### src/rtl/rr_grant_scheduler_if.sv
// Request/grant bundle between the agents and the round-robin scheduler.
// Latency: none, wires only.
// Backpressure: none; an agent holds req high until it is granted and done.
interface rr_grant_scheduler_if #(
  parameter int NUM_REQ = 4,
  parameter int ID_W    = 2,
  parameter int CNT_W   = 5
);
  logic [NUM_REQ-1:0] req;
  logic [NUM_REQ-1:0] gnt;
  logic               gnt_valid;
  logic [ID_W-1:0]    gnt_id;
  logic               expired;
  logic [CNT_W-1:0]   hold_cnt;

  // Agents drive requests and observe grants.
  modport master (
    output req,
    input  gnt, gnt_valid, gnt_id, expired, hold_cnt
  );

  // The scheduler observes requests and drives grants.
  modport slave (
    input  req,
    output gnt, gnt_valid, gnt_id, expired, hold_cnt
  );
endinterface

### src/rtl/rr_grant_scheduler.sv
// Round-robin owner selection for one shared resource, with a max-hold timer.
// Latency: grant registered 1 cycle after req is sampled; one dead cycle between grants.
// Backpressure: owner keeps the grant while requesting; revoked after MAX_HOLD if others wait.
module rr_grant_scheduler #(
  parameter int NUM_REQ  = 4,
  parameter int ID_W     = 2,
  parameter int MAX_HOLD = 16,
  parameter int CNT_W    = 5
) (
  input  logic               clock,
  input  logic               reset,
  rr_grant_scheduler_if.slave bus
);

  typedef enum logic [1:0] {
    IDLE    = 2'd0,
    GRANT   = 2'd1,
    RELEASE = 2'd2
  } state_t;

  state_t             state_q, state_d;
  logic [NUM_REQ-1:0] gnt_q, gnt_d;
  logic               vld_q, vld_d;
  logic [ID_W-1:0]    id_q, id_d;
  logic [CNT_W-1:0]   cnt_q, cnt_d;
  logic               exp_q, exp_d;
  logic [ID_W-1:0]    ptr_q, ptr_d;

  logic [ID_W-1:0]    win_id;
  logic               win_hit;
  logic [NUM_REQ-1:0] win_oh;
  logic               owner_req;
  logic               others_wait;
  logic               timer_hit;
  logic [CNT_W-1:0]   cnt_sat;

  // Rotating search starting just after the last released owner.
  always_comb begin
    int              idx;
    logic [ID_W-1:0] cand;
    win_hit = 1'b0;
    win_id  = '0;
    idx     = 0;
    cand    = '0;
    for (int k = 1; k <= NUM_REQ; k++) begin
      idx  = (int'(ptr_q) + k) % NUM_REQ;
      cand = ID_W'(idx);
      if (!win_hit && bus.req[cand]) begin
        win_hit = 1'b1;
        win_id  = cand;
      end
    end
  end

  assign win_oh      = NUM_REQ'(1) << win_id;
  assign owner_req   = |(bus.req & gnt_q);
  assign others_wait = |(bus.req & ~gnt_q);
  assign timer_hit   = (MAX_HOLD != 0) && (cnt_q == CNT_W'(MAX_HOLD));

  // Hold counter increment, saturating at MAX_HOLD (or all-ones when unlimited).
  always_comb begin
    cnt_sat = cnt_q + CNT_W'(1);
    if (MAX_HOLD != 0) begin
      if (cnt_q >= CNT_W'(MAX_HOLD)) cnt_sat = cnt_q;
    end else begin
      if (&cnt_q) cnt_sat = cnt_q;
    end
  end

  // Next-state and next-output decode.
  always_comb begin
    state_d = state_q;
    gnt_d   = gnt_q;
    vld_d   = vld_q;
    id_d    = id_q;
    cnt_d   = cnt_q;
    exp_d   = 1'b0;
    ptr_d   = ptr_q;
    case (state_q)
      IDLE, RELEASE: begin
        if (|bus.req) begin
          state_d = GRANT;
          gnt_d   = win_oh;
          vld_d   = 1'b1;
          id_d    = win_id;
          cnt_d   = CNT_W'(1);
        end else begin
          state_d = IDLE;
          gnt_d   = '0;
          vld_d   = 1'b0;
          cnt_d   = '0;
        end
      end
      GRANT: begin
        // A voluntary drop takes precedence, so a coincident timer hit is not an expiry.
        if (!owner_req || (timer_hit && others_wait)) begin
          state_d = RELEASE;
          gnt_d   = '0;
          vld_d   = 1'b0;
          cnt_d   = '0;
          ptr_d   = id_q;
          exp_d   = owner_req;
        end else begin
          cnt_d = cnt_sat;
        end
      end
      default: begin
        state_d = IDLE;
        gnt_d   = '0;
        vld_d   = 1'b0;
        cnt_d   = '0;
      end
    endcase
  end

  // State and output registers; synchronous reset makes agent 0 the first winner.
  always_ff @(posedge clock) begin
    if (reset) begin
      state_q <= IDLE;
      gnt_q   <= '0;
      vld_q   <= 1'b0;
      id_q    <= '0;
      cnt_q   <= '0;
      exp_q   <= 1'b0;
      ptr_q   <= ID_W'(NUM_REQ - 1);
    end else begin
      state_q <= state_d;
      gnt_q   <= gnt_d;
      vld_q   <= vld_d;
      id_q    <= id_d;
      cnt_q   <= cnt_d;
      exp_q   <= exp_d;
      ptr_q   <= ptr_d;
    end
  end

  assign bus.gnt       = gnt_q;
  assign bus.gnt_valid = vld_q;
  assign bus.gnt_id    = id_q;
  assign bus.expired   = exp_q;
  assign bus.hold_cnt  = cnt_q;

endmodule

### src/flat_wrapper.sv
// flat-port wrapper written by rule: the top's interface ports become plain ports
module rr_grant_scheduler_flat 
#(
  parameter int NUM_REQ  = 4,
  parameter int ID_W     = 2,
  parameter int MAX_HOLD = 16,
  parameter int CNT_W    = 5
)
  (clock, reset, bus_req, bus_gnt, bus_gnt_valid, bus_gnt_id, bus_expired, bus_hold_cnt);
  rr_grant_scheduler_if #(.NUM_REQ(NUM_REQ), .ID_W(ID_W), .CNT_W(CNT_W)) bus_i ();
  input  logic clock;
  input  logic reset;
  input wire logic [$bits(bus_i.req)-1:0] bus_req;
  output wire logic [$bits(bus_i.gnt)-1:0] bus_gnt;
  output wire logic [$bits(bus_i.gnt_valid)-1:0] bus_gnt_valid;
  output wire logic [$bits(bus_i.gnt_id)-1:0] bus_gnt_id;
  output wire logic [$bits(bus_i.expired)-1:0] bus_expired;
  output wire logic [$bits(bus_i.hold_cnt)-1:0] bus_hold_cnt;
  assign bus_i.req = bus_req;
  assign bus_gnt = bus_i.gnt;
  assign bus_gnt_valid = bus_i.gnt_valid;
  assign bus_gnt_id = bus_i.gnt_id;
  assign bus_expired = bus_i.expired;
  assign bus_hold_cnt = bus_i.hold_cnt;
  rr_grant_scheduler #(.NUM_REQ(NUM_REQ), .ID_W(ID_W), .MAX_HOLD(MAX_HOLD), .CNT_W(CNT_W)) u_core (.clock(clock), .reset(reset), .bus(bus_i));
endmodule
### config.mk
export PLATFORM = sky130hd
export DESIGN_NAME = rr_grant_scheduler_flat
export DESIGN_NICKNAME = d
export VERILOG_FILES = /design/src/rtl/rr_grant_scheduler_if.sv /design/src/rtl/rr_grant_scheduler.sv /design/src/flat_wrapper.sv
export SDC_FILE = /design/constraint.sdc
export NUM_CORES = 1
export LEC_CHECK = 0
export CORE_MARGIN = 1.5
export CORE_UTILIZATION = 25
export DETAILED_ROUTE_END_ITERATION = 8
export PLACE_DENSITY_LB_ADDON = 0.05
export SETUP_SLACK_MARGIN = 0.4
export SLEW_MARGIN = 20
export SYNTH_ARGS = -nofsm -noshare
export SYNTH_HDL_FRONTEND = slang
export SYNTH_SLANG_ARGS = --single-unit
### constraint.sdc
create_clock -name clock -period 2 [get_ports clock]
set_input_delay 0.4 -clock clock [delete_from_list [all_inputs] [get_ports clock]]
set_output_delay 0.4 -clock clock [all_outputs]
set_load 0.02 [all_outputs]
Word level (Yosys, flattened, before mapping)
Index checks and enable logic that the tools add are counted.

word-level totals
  input port bits = 6
  output and inout port bits = 13
  word-level logic and storage cells = 73
  bits in registers = 17

cells by class
  multiplexer cells = 28
  bitwise logic cells = 5
  reduce and logical (&&, ||, !) cells = 17
  order comparisons = 5
  equal/unequal tests = 5
  shifts and indexed selects = 1
  add/subtract/negate cells = 5

operators by type and width
  kind                                                                   number
  2-bit by 3-bit < comparator with 1-bit output (second input constant)  4
  4-bit OR reduction                                                     3
  1-bit two-way mux                                                      11
  2-bit two-way mux                                                      5
  5-bit two-way mux                                                      2
  5-bit case mux with 2 select lines                                     1
  4-bit AND                                                              2
  1-bit binary-select mux with 2-bit select                              4
  4-bit two-way mux                                                      2
  4-bit case mux with 2 select lines                                     1
  5-bit by 1-bit adder with 5-bit output (second input constant)         1
  5-bit == test (second input constant)                                  1
  5-bit >= comparator (second input constant)                            1
  2-bit by 1-bit adder with 2-bit output (second input constant)         2
  2-bit adder (second input constant)                                    2
  1-bit logical AND                                                      4
  1-bit logical NOT                                                      4
  4-bit inverter                                                         1
  2-bit case mux with 2 select lines                                     1
  2-bit AND reduction                                                    2
  1-bit by 2-bit << shifter with 4-bit output (first input constant)     1
  3-bit inequality test (second input constant)                          1
  3-bit OR reduction                                                     1
  2-bit by 1-bit == test with 1-bit output (second input constant)       1
  7 further kinds                                                        8

Longest topological paths before layout
Gate-level depths: netlist of the first run.

  word-level depth = 16
  mapped depth = 7
  mapped depth without buffers = 6

Worst setup path after synthesis of the first run
Ideal clock, no wire load.

  path kind = reg-to-reg
  from = register u_core.cnt_q[0], in the netlist u_core.bus.hold_cnt[0]
  to = register u_core.gnt_q[3], in the netlist u_core.bus.gnt[3]
  arrival time = 1.481 ns
  library setup time = 0.092 ns
  cell stages (with the launch flop) = 8
  period minus slack after synthesis = 1.573 ns
  setup slack = 0.427 ns
  path buffers = 1
  data required time = 1.908 ns
  cells stage by stage = dfxtp_1 -> inv_1 -> ha_1 -> and4bb_2 -> o41ai_4 -> nand3b_2 -> buf_6 -> o32ai_1

on the way
  word-level cells in the longest chain between the ends = 4

ends and longest elaborated chain
  element                                                     line                       text
  start: declaration                                          rr_grant_scheduler.sv:25   logic [CNT_W-1:0] cnt_q, cnt_d;
  start signal: assignment                                    rr_grant_scheduler.sv:131  cnt_q <= cnt_d;
  5-bit == test                                               rr_grant_scheduler.sv:58   assign timer_hit = (MAX_HOLD != 0) && (cnt_q == CNT_W'(MAX_HOLD));
  1-bit logical AND                                           rr_grant_scheduler.sv:96   if (!owner_req || (timer_hit && others_wait)) begin
  1-bit logical OR                                            rr_grant_scheduler.sv:96
  2-bit by 1-bit inequality test with 1-bit output (no line)  n/a
  end signal: assignment                                      rr_grant_scheduler.sv:128  gnt_q <= gnt_d;
  end: declaration                                            rr_grant_scheduler.sv:22   logic [NUM_REQ-1:0] gnt_q, gnt_d;

Every way passes these cells.
A chain may end at the register's enable or synchronous reset.

Worst setup path in the final report of the first run
  from = register u_core.cnt_q[1], in the netlist u_core.bus.hold_cnt[1]
  to = register u_core.gnt_q[3], in the netlist u_core.bus.gnt[3]

Same word-level chain as after synthesis.

==> key figures, run 1 <==
Status
  • Outcome: finished, final reports clean

Route
  • Drt pass-1 iters: 4
  • Vias: 760
  • Drt wl/cell: about 12 microns
  • Vias per Instance: 4.551
  • DRT iter0 DRCs: 25
  • Drt total wl: 2.037 mm
  • DRC violations left: 0
  • DR top layer: met4
  • Met3 WL: 58 microns
  • Metal2 WL: roughly 950 microns
  • M1 wire length: 1.009 mm
  • DRT antenna net count: 0

Synth
  • Post-Syn Instances: 92
  • Post-synth net total: 100
  • Synth Flop Type: dfxtp_1
  • Synth async-reset ratio: 0
  • Seq/Total Area, Yosys: 0.3994
  • Largest cells by area after synthesis: dfxtp_1, nand2b_1, o32ai_1
  • Post-synthesis instance area: about 850 sq um
  • Synth Register Bits: 17
  • Number of synthesized flops with an enable pin: 0
  • Synth warnings: 0
  • Yosys cell types: 34
  • Area leader, netlist: dfxtp_1
  • Syn Area/Cell: between 9 and 10 sq um
  • Top cell type's share of synthesized area: 0.3994

Timing
  • Hold Fails Final Rpt: 0
  • Slew HR: 0.7431
  • Clock Skews: about 0.4 ps
  • Least-Margin Pin Slew: 384.0 ps
  • Final period util: 0.7558
  • Fmax: 661.5 MHz
  • Final setup fails: 0
  • Min Tclk post-route: ~1500 ps
  • Max-slew violation count: 0
  • RSZ-0062 raised after global routing: true

Clocking
  • Max clock buf depth: 2
  • H-tree depth: 1
  • CTS tree: done
  • CTS clk-pin slew, worst paths: roughly 100 ps
  • CTS Buf Count: 3
  • Hold buffer count at CTS: 0
  • Sink Count: 17
  • Root Driver: clkbuf_4
  • Worst-skew pair later-pin latency: a little under 300 ps

Floorplanning
  • Die Y: approximately 61 microns
  • Initial Util: 0.2574
  • Num rows: 21
  • Num ports: 19
  • Floorplan core area: 3311 sq um
  • Die Wd: between 60 and 70 microns
  • Full die area: ~3800 sq um

Finish
  • Layout Cells excl Fill: around 170
  • Finished Cell Area: about 1200 sq um
  • Antenna cells: 0
  • Layout Nets: 130
  • Share of layout cells above drive strength 1: 0.1736
  • Layout overhead on the synthesized area: 37.44%
  • Finished Core Util: 0.3537

Worst setup path
  • CP required: between 2000 and 2500 ps
  • Cell breakdown of the critical path: inv_1, ha_1, and4bb_2, o41ai_4, nand3b_4, o32ai_1
  • Crit path capture type: flip-flop
  • Largest stage delay on the critical path: between 400 and 500 ps
  • Crit path max fanout: 11
  • Startpoint type of the worst setup path: flip-flop
  • Critical path type: flip-flop to flip-flop
  • Crit path max-delay family: simple AND/OR/NAND/NOR gates
  • Critical Path AT: around 1700 ps
  • CP bufs+invs: 1
  • CP max-delay cell: dfxtp_1

Power and ir drop
  • Power, Total: roughly 0.00077 W
  • Pleak: approximately 0.5 nW
  • Max IR drop VDD: 0.2108 mV
  • PwrDens: around 650 nW/um^2

Job
  • Max-cap violations: 0

Place
  • Placer Congestion: roughly 0.70
  • IO Port Bufs: 18
  • Post-DP Area: 1146 sq um
  • Dpl cells: approximately 160
  • Dpl hpwl: about 1.6 mm

Worst hold path
  • Hold crit path type: flip-flop to flip-flop

Global routing
  • Largest net degree at the start of global routing: 13
  • GR Overflow Total: 0
  • Initial antenna violation count: 0
  • First-pass GRT wire length: about 3.3 mm
  • Vias in the first global route: 701
  • GRT Util Overall: 0.1230
==> per-layer routing <==
metal	up-vias	track usage
li1	390	-
met1	356	0.1694
met2	12	0.1839
met3	2	0.02101
met4	0	0.06383
met5	-	0
==> where the power goes <==
part	switching (W)	internal (W)	total, W
Sequential	0.0000247	0.000364	0.000389
Combinational	0.000100	0.0000914	0.000192
Clock	0.000112	0.0000743	0.000186
==> synth_stat cells, types with 2 or more instances <==
master    number
dfxtp_1       17
nor2b_1        4
inv_1          7
nand2_1        3
xor2_1         2
nor3_1         5
a21oi_1        5
o32ai_1        4
ha_1           2
a211oi_1       3
mux2i_1        3
clkbuf_1       2
nand2b_1       6
nor2_1         8
a22oi_1        2
==> registers in the layout (all words and copies together), names as in the netlist <==
register              flops
u_core.bus.expired        1
u_core.bus.gnt            4
u_core.bus.gnt_id         2
u_core.bus.gnt_valid      1
u_core.bus.hold_cnt       5
u_core.ptr_q              2
u_core.state_q            2
==> final cells by class <==
cell class / instances / area (sq um)
fill: 365 / 2140
multi-input combinational: 65 / 483.0
sequential: 17 / 342.8
timing repair buffer: 28 / 234.0
tap: 46 / 57.56
inverter: 7 / 26.28
clock buffer: 3 / 22.52
clock inverter: 1 / 5.005
==> cell families (layout without fill, tap and decap cells) <==
| logic type | count (synthesis) | count (layout) | share of synthesized area |
|---|---|---|---|
| compound gates | 22 | 22 | 0.2026 |
| xor+xnor | 3 | 3 | 0.03084 |
| fa+ha+maj | 2 | 2 | 0.02936 |
| buf+inv | 10 | 39 | 0.05287 |
| flops | 17 | 17 | 0.3994 |
| mux | 3 | 3 | 0.03524 |
| simple gates | 35 | 35 | 0.2496 |
==> worst min-delay path: cells and delay by family (launching register included) <==
family / cells / cell delay, ps
AOI/OAI and AO/OA: 1 / 50
DFF: 1 / 320
and+or+nand+nor: 1 / 60
==> path summary, 6_finish.rpt <==
kind,start,endpoint,slack (ps),cells past startpoint
hold / removal,u_core.bus.gnt_valid$_SDFFE_PP0P_,u_core.bus.gnt_valid$_SDFFE_PP0P_,470,2
setup / recovery,u_core.bus.hold_cnt[1]$_SDFFE_PP0P_,u_core.bus.gnt[3]$_SDFFE_PP0P_,490,6
hold reg to reg,u_core.bus.gnt_valid$_SDFFE_PP0P_,u_core.bus.gnt_valid$_SDFFE_PP0P_,470,2
setup reg to reg,u_core.bus.hold_cnt[1]$_SDFFE_PP0P_,u_core.bus.gnt[3]$_SDFFE_PP0P_,490,6
==> metrics by stage <==
| stage | setup TNS (ps) | hold slack [ps] | setup slack (ps) |
|---|---|---|---|
| after floorplan | 0 | 487.3 | 426.9 |
| after global placement | -83.80 | 469.3 | -59.63 |
| after detailed placement | -209.3 | 458.4 | -45.12 |
| after CTS | 0 | 473.4 | 444.4 |
| after global routing | 0 | 507.1 | 364.7 |
| final | 0 | 471.5 | 488.4 |
==> timing repair <==
action,in CTS,in global routing
buffers inserted,0,0
gates resized for setup,20,2
setup endpoints to repair,25,11
pin swaps,1,0
==> layout by cell type, fill, tap and decap left out, types with 2 or more instances in the layout <==
cell type	Yosys	routed
buf_4	0	10
o32ai_1	4	4
a21oi_1	5	5
nor2b_1	4	3
mux2i_1	3	3
nor2_1	8	8
dfxtp_1	17	15
a211oi_1	3	3
nand2b_1	6	6
nor2b_4	1	2
inv_1	7	7
clkbuf_4	0	3
xor2_1	2	2
a22oi_1	2	2
nor3_1	5	5
ha_1	2	2
nand2_1	3	3
dfxtp_2	0	2
dlygate4sd2_1	0	17
(Power assumes the default switching activity.)
==> inputs of run 2 (changes only) <==
==> constraint.sdc (replaced) <==
create_clock -name clock -period 1.2 [get_ports clock]
set_input_delay 0.24 -clock clock [delete_from_list [all_inputs] [get_ports clock]]
set_output_delay 0.24 -clock clock [all_outputs]
set_load 0.02 [all_outputs]
==> run 2 against run 1 <==
  * Hold slack gained 13 ps
  * Critical path depth grew 1
  * Clock skew grew 4.5 ps
  * Sequential power grew 66%
  * Register-to-register slack lost 800 ps
  * Die area is the same
  * The flow now finishes with violations (setup timing)
  * Sequential share of layout area shrank 6.3 points
  * Core utilization grew 14 points
  * Cell count grew 15%
  * Clock power grew 67%
  * Non-clock buffer count grew 24
==> key figures, run 2 (same netlist as run 1, synthesis figures left out) <==
Timing
  • Setup ws final: -315.2 ps (was 488.4 ps)
  • Slew HR: 0.7481 (was 0.7431)
  • Max-slew violation count: 0 (unchanged)
  • Min Tclk post-route: 1515 ps (was 1512 ps)
  • Clock Skews: 4.868 ps (was 0.4001 ps)
  • RSZ-0062 raised after global routing: true (unchanged)
  • Final period util: 1.263 (was 0.7558)
  • Hold Fails Final Rpt: 0 (unchanged)
  • Least-Margin Pin Slew: 372.6 ps (was 384.0 ps)
  • Fmax: 660.0 MHz (was 661.5 MHz)
  • Final setup fails: 17 (was 0)

Power and ir drop
  • Clock power frac: 0.206 (was 0.243)
  • Max IR drop VDD: 0.5637 mV (was 0.2108 mV)
  • PwrDens: 925.9 nW/um^2 (was 654.7 nW/um^2)
  • Comb power frac: 0.365 (was 0.250)
  • Power, Total: 0.001507 W (was 0.0007667 W)
  • Sw frac: 0.3181 (was 0.3091)
  • Internal: 0.001028 W (was 0.0005297 W)
  • Seq pwr share: 0.429 (was 0.507)
  • Pleak: 0.6706 nW (was 0.5062 nW)
  • NetSw: 0.0004795 W (was 0.0002370 W)

Clocking
  • Sink Count: 17 (unchanged)
  • Hold buffer count at CTS: 0 (unchanged)
  • Max clock buf depth: 2 (unchanged)
  • CTS clk-pin slew, worst paths: 110 ps (was 100 ps)
  • CTS Buf Count: 3 (unchanged)
  • Root Driver: clkbuf_4 (unchanged)
  • CTS tree: done (unchanged)
  • Worst-skew pair later-pin latency: 290 ps (about the same)
  • H-tree depth: 1 (unchanged)

Worst setup path
  • Worst reg-to-reg setup slack: -320 ps (was 490 ps)
  • CP required: 1410 ps (was 2200 ps)
  • Worst R2R Start: u_core.bus.hold_cnt[0]$_SDFFE_PP0P_ (was u_core.bus.hold_cnt[1]$_SDFFE_PP0P_)
  • CP startpoint: u_core.bus.hold_cnt[0]$_SDFFE_PP0P_ (was u_core.bus.hold_cnt[1]$_SDFFE_PP0P_)
  • Crit path max fanout: 6 (was 11)
  • Crit path capture type: flip-flop (unchanged)
  • Startpoint type of the worst setup path: flip-flop (unchanged)
  • Critical path type: flip-flop to flip-flop (unchanged)
  • Critical Path AT: 1720 ps (was 1710 ps)

Route
  • DRC violations left: 0 (unchanged)
  • Drt pass-1 iters: 4 (unchanged)
  • DRT antenna net count: 0 (unchanged)
  • Drt wl/cell: 12.93 microns (was 12.20 microns)
  • DRT iter0 DRCs: 11 (was 25)
  • Drt total wl: 2.482 mm (was 2.037 mm)
  • Vias: 877 (was 760)
  • Vias per Instance: 4.568 (was 4.551)

Finish
  • Max reg flops: 5 (unchanged)
  • Commonest non-fill, non-tap cell in the layout: buf_6 (was dlygate4sd2_1)
  • Antenna cells: 0 (unchanged)
  • Filler cell count: 339 (was 365)
  • Most frequent cells in the layout: buf_6, buf_4, dfxtp_2, nor2_1, dfxtp_4 (was dlygate4sd2_1, dfxtp_1, buf_4, nor2_1, inv_1)
  • Layout overhead on the synthesized area: 91.04% (was 37.44%)
  • Finished Core Util: 0.4917 (was 0.3537)
  • Layout Nets: 155 (was 130)
  • Share of layout cells above drive strength 1: 0.6781 (was 0.1736)

Global routing
  • Largest net degree at the start of global routing: 15 (was 13)
  • GRT Util Overall: 0.1526 (was 0.1230)
  • First-pass GRT wire length: 4.146 mm (was 3.325 mm)
  • Initial antenna violation count: 0 (unchanged)
  • GR Overflow Total: 0 (unchanged)
  • Vias in the first global route: 885 (was 701)

Worst hold path
  • Hold crit path type: flip-flop to flip-flop (unchanged)
  • Hold Startpoint: u_core.bus.gnt_valid$_SDFFE_PP0P_ (unchanged)

Status
  • Outcome: finished, violations left (was finished, final reports clean)
  • Failing checks: setup timing

Floorplanning
  • Initial Util: 0.2574 (unchanged)
  • Die Y: 61.38 microns (unchanged)
  • Num ports: 19 (unchanged)
  • Die Wd: 61.38 microns (unchanged)
  • Floorplan core area: 3311 sq um (unchanged)
  • Full die area: 3768 sq um (unchanged)
  • Num rows: 21 (unchanged)

Place
  • IO Port Bufs: 18 (unchanged)
  • Placer Congestion: 0.7467 (was 0.6959)
  • Dpl hpwl: 1.844 mm (was 1.571 mm)

Job
  • Max-cap violations: 0 (unchanged)
[run 2: final timing paths]
check | end | cells past startpoint
worst max-delay path | u_core.bus.hold_cnt[0]$_SDFFE_PP0P_ | 7
worst min-delay path | u_core.bus.gnt_valid$_SDFFE_PP0P_ | 2
worst max register to register | u_core.bus.hold_cnt[0]$_SDFFE_PP0P_ | 7
worst min register to register | u_core.bus.gnt_valid$_SDFFE_PP0P_ | 2
[run 2: critical path: stages, from the launching register on]
cell and delay, ps:
dfxtp_4 370, inv_4 30, ha_4 140, and4bb_2 250, o41ai_4 80, buf_4 190, nand3b_4 130, o31ai_2 240
[run 2: layout make-up]
cell class                 instances  area (sq um)  share of cell area
clock buffer                       3         22.52             0.01384
tap                               46         57.56             0.03536
clock inverter                     1         5.005            0.003075
multi-input combinational         66         654.4              0.4020
inverter                           7         28.78             0.01768
sequential                        17         374.1              0.2298
timing repair buffer              52         485.5              0.2982
[run 2: power groups by stage]
stage                     Combinational (W)  Clock (W)  Sequential, W
after floorplan                    0.000191          0       0.000683
after global placement             0.000438          0       0.000647
after detailed placement           0.000443          0       0.000648
after CTS                          0.000529   0.000323       0.000648
after global routing               0.000591   0.000351       0.000654
final                              0.000550   0.000310       0.000647
[run 2: timing repair]
item,CTS,global route
cloned,1,0
resized for setup,123,4
setup buffers,5,4
pin swaps,6,0
endpoints found under the setup margin,30,30
[run 2: metal layers]
layer / vias up / part of all wire / global-route usage
li1: 442 / - / -
met4: 0 / 0.0077 / 0.05471
met1: 416 / 0.45 / 0.1962
met5: - / 0 / 0
met3: 2 / 0.030 / 0.02731
met2: 17 / 0.51 / 0.2568
[run 2: metrics by stage]
| stage | area, sq um | instances | setup WS (ps) | hold slack [ps] | setup TNS (ps) |
|---|---|---|---|---|---|
| floorplan | 952.2 | 92 | -202.7 | 414.1 | -2073 |
| global placement | 1359 | 178 | -619.8 | 475.5 | -10070 |
| CTS | 1582 | 188 | -302.8 | 480.1 | -3646 |
| finish | 1628 | 192 | -315.2 | 484.5 | -3831 |
| global route | 1628 | 192 | -376.1 | 519.0 | -5170 |
| detailed placement | 1359 | 178 | -660.6 | 463.6 | -10220 |
==> inputs of run 3 (changes only) <==
--- a/config.mk
+++ b/config.mk
@@ -10,6 +10,7 @@
 export DETAILED_ROUTE_END_ITERATION = 8
 export PLACE_DENSITY_LB_ADDON = 0.05
 export SETUP_SLACK_MARGIN = 0.4
+export SKIP_CTS_REPAIR_TIMING = 1
 export SLEW_MARGIN = 20
 export SYNTH_ARGS = -nofsm -noshare
 export SYNTH_HDL_FRONTEND = slang
==> run 3 against run 2 <==
  * The flow still finishes with violations (setup timing)
  * Sequential cell count is the same
  * Combinational power shrank 6.2%
  * Cell count is the same
  * Non-clock buffer count is the same
  * Die area is the same
  * Sequential power is essentially flat
  * Register-to-register slack is essentially flat
  * Clock power is essentially flat
  * Clock skew grew 0.65 ps
==> key figures, run 3 (same netlist as run 1, synthesis figures left out) <==
Finish
  • Commonest non-fill, non-tap cell in the layout: buf_6 (unchanged)
  • Most frequent cells in the layout: buf_6, buf_4, dfxtp_2, nor2_1 (was buf_6, buf_4, dfxtp_2, nor2_1, dfxtp_4)
  • Antenna cells: 0 (unchanged)
  • Layout Nets: 155 (unchanged)
  • Finished Core Util: 0.4803 (was 0.4917)
  • Max reg flops: 5 (unchanged)
  • Share of layout cells above drive strength 1: 0.6233 (was 0.6781)
  • Filler cell count: 345 (was 339)
  • Layout overhead on the synthesized area: 86.64% (was 91.04%)

Timing
  • Setup ws final: -326.7 ps (was -315.2 ps)
  • Clock Skews: 5.515 ps (was 4.868 ps)
  • Setup TNS: -3952 ps (was -3831 ps)
  • Least-Margin Pin Slew: 478.6 ps (was 372.6 ps)
  • Final setup fails: 16 (was 17)
  • Hold Fails Final Rpt: 0 (unchanged)
  • Final hold slack: 477.4 ps (was 484.5 ps)
  • RSZ-0062 raised after global routing: true (unchanged)
  • Min Tclk post-route: 1527 ps (was 1515 ps)
  • Slew HR: 0.6799 (was 0.7481)
  • Final period util: 1.272 (was 1.263)
  • Fmax: 655.0 MHz (was 660.0 MHz)
  • Max-slew violation count: 0 (unchanged)

Power and ir drop
  • Seq pwr share: 0.439 (was 0.429)
  • Internal: 0.001013 W (was 0.001028 W)
  • Comb power frac: 0.351 (was 0.365)
  • Max IR drop VDD: 0.5355 mV (was 0.5637 mV)
  • NetSw: 0.0004580 W (was 0.0004795 W)
  • Sw frac: 0.3115 (was 0.3181)
  • PwrDens: 924.7 nW/um^2 (was 925.9 nW/um^2)
  • Clock power frac: 0.210 (was 0.206)
  • Pleak: 0.6922 nW (was 0.6706 nW)

Route
  • DR top layer: met4 (unchanged)
  • Drt wl/cell: 12.77 microns (was 12.93 microns)
  • M1 wire length: 1.103 mm (was 1.121 mm)
  • Vias: 856 (was 877)
  • Metal2 WL: 1.245 mm (was 1.266 mm)
  • Drt pass-1 iters: 4 (unchanged)
  • DRT iter0 DRCs: 13 (was 11)
  • Met3 WL: 84 microns (was 75 microns)
  • DRT antenna net count: 0 (unchanged)
  • Vias per Instance: 4.458 (was 4.568)
  • Drt total wl: 2.452 mm (was 2.482 mm)
  • DRC violations left: 0 (unchanged)

Clocking
  • Sink Count: 17 (unchanged)
  • Max clock buf depth: 2 (unchanged)
  • CTS clk-pin slew, worst paths: 100 ps (was 110 ps)
  • Worst-skew pair later-pin latency: 290 ps (about the same)
  • H-tree depth: 1 (unchanged)
  • CTS tree: done (unchanged)
  • CTS Buf Count: 3 (unchanged)
  • Root Driver: clkbuf_4 (unchanged)

Worst hold path
  • Hold crit path type: flip-flop to flip-flop (unchanged)
  • Hold Startpoint: u_core.bus.gnt_valid$_SDFFE_PP0P_ (unchanged)

Floorplanning
  • Initial Util: 0.2574 (unchanged)
  • Num ports: 19 (unchanged)
  • Full die area: 3768 sq um (unchanged)
  • Die Wd: 61.38 microns (unchanged)
  • Num rows: 21 (unchanged)
  • Die Y: 61.38 microns (unchanged)
  • Floorplan core area: 3311 sq um (unchanged)

Global routing
  • Initial antenna violation count: 0 (unchanged)
  • GR Overflow Total: 0 (unchanged)
  • GRT Util Overall: 0.1374 (was 0.1526)
  • Vias in the first global route: 799 (was 885)
  • Largest net degree at the start of global routing: 15 (unchanged)
  • First-pass GRT wire length: 3.719 mm (was 4.146 mm)

Worst setup path
  • Critical Path AT: 1740 ps (was 1720 ps)
  • Crit path max-delay family: compound AO/OA/AOI/OAI gates (was simple AND/OR/NAND/NOR gates)
  • End point of the critical path: u_core.bus.gnt[1]$_SDFFE_PP0P_ (was u_core.bus.hold_cnt[0]$_SDFFE_PP0P_)
  • Worst reg-to-reg setup slack: -330 ps (was -320 ps)
  • Levels on crit path: 4 (was 7)
  • CP max-delay cell: o41ai_4 (was dfxtp_4)
  • Crit path capture type: flip-flop (unchanged)
  • Critical path type: flip-flop to flip-flop (unchanged)
  • RR Endpoint: u_core.bus.gnt[1]$_SDFFE_PP0P_ (was u_core.bus.hold_cnt[0]$_SDFFE_PP0P_)
  • CP startpoint: u_core.bus.gnt[3]$_SDFFE_PP0P_ (was u_core.bus.hold_cnt[0]$_SDFFE_PP0P_)
  • Depth of the most critical reg-to-reg path: 4 (was 7)
  • CP bufs+invs: 0 (was 2)
  • Crit path max fanout: 5 (was 6)
  • Worst R2R Start: u_core.bus.gnt[3]$_SDFFE_PP0P_ (was u_core.bus.hold_cnt[0]$_SDFFE_PP0P_)
  • Largest stage delay on the critical path: 400 ps (was 370 ps)
  • CP required: 1410 ps (about the same)
  • Cell breakdown of the critical path: and2b_2, o41ai_4, nand3b_2, o32ai_2 (was inv_4, ha_4, and4bb_2, o41ai_4, buf_4, nand3b_4, o31ai_2)
  • Startpoint type of the worst setup path: flip-flop (unchanged)

Status
  • Outcome: finished, violations left (unchanged)
  • Failing checks: setup timing (unchanged)

Job
  • Max-cap violations: 0 (unchanged)

Place
  • Placer Congestion: 0.7467 (unchanged)
  • IO Port Bufs: 18 (unchanged)
  • Dpl hpwl: 1.844 mm (unchanged)
## run 3: cell count changes in the layout (fill, tap and decap cells not counted), sizes merged
cell           change
buf                -1
clkdlybuf4s15      -1
dlymetal6s2s       +4
dlygate4sd2        -2
## run 3: per-stage QoR
stage                     std cells  area, sq um  power [W]  worst slack, ps
final                           192         1590   0.001471           -326.7
after global routing            192         1590   0.001560           -404.1
after CTS                       182         1386   0.001403           -437.1
after detailed placement        178         1359   0.001092           -660.6
after global placement          178         1359   0.001085           -619.8
after floorplan                  92        952.2  0.0008745           -202.7
## run 3: worst reg2reg max path, delay by kind of cell, from the launching register on
kind / cells / cell delay [ps]
AO/OA/AOI/OAI: 2 / 630
AND/OR/NAND/NOR: 2 / 460
flip-flops: 1 / 350
## run 3: cell type report
class	instances	area, sq um	share of cell area
multi-input combinational	66	603.1	0.3792
timing repair buffer	52	503.0	0.3163
sequential	17	370.4	0.2329
tap	46	57.56	0.03619
inverter	7	28.78	0.01810
clock buffer	3	22.52	0.01416
clock inverter	1	5.005	0.003147
## run 3: layer usage
layer  up-vias  global-route usage
li1        439                   -
met1       398              0.1803
met2        17              0.2234
met3         2             0.02521
met4         0             0.05471
met5         -                   0
## run 3: power groups by stage
stage	Clock [W]	Combinational (W)	Sequential [W]
final	0.000308	0.000516	0.000646
after global placement	0	0.000438	0.000647
after CTS	0.000323	0.000445	0.000635
after detailed placement	0	0.000443	0.000648
after global routing	0.000348	0.000558	0.000653
after floorplan	0	0.000191	0.000683
## run 3: worst min-delay path by stage
stage | end | cells past startpoint | slack (ps)
detailed placement | u_core.bus.gnt_valid$_SDFFE_PP0P_ | 2 | 460
CTS | u_core.bus.gnt_valid$_SDFFE_PP0P_ | 2 | 480
floorplan | u_core.bus.gnt_valid$_SDFFE_PP0P_ | 2 | 410
global route | u_core.bus.gnt_valid$_SDFFE_PP0P_ | 2 | 520
global placement | u_core.bus.gnt_valid$_SDFFE_PP0P_ | 2 | 480
finish | u_core.bus.gnt_valid$_SDFFE_PP0P_ | 2 | 480
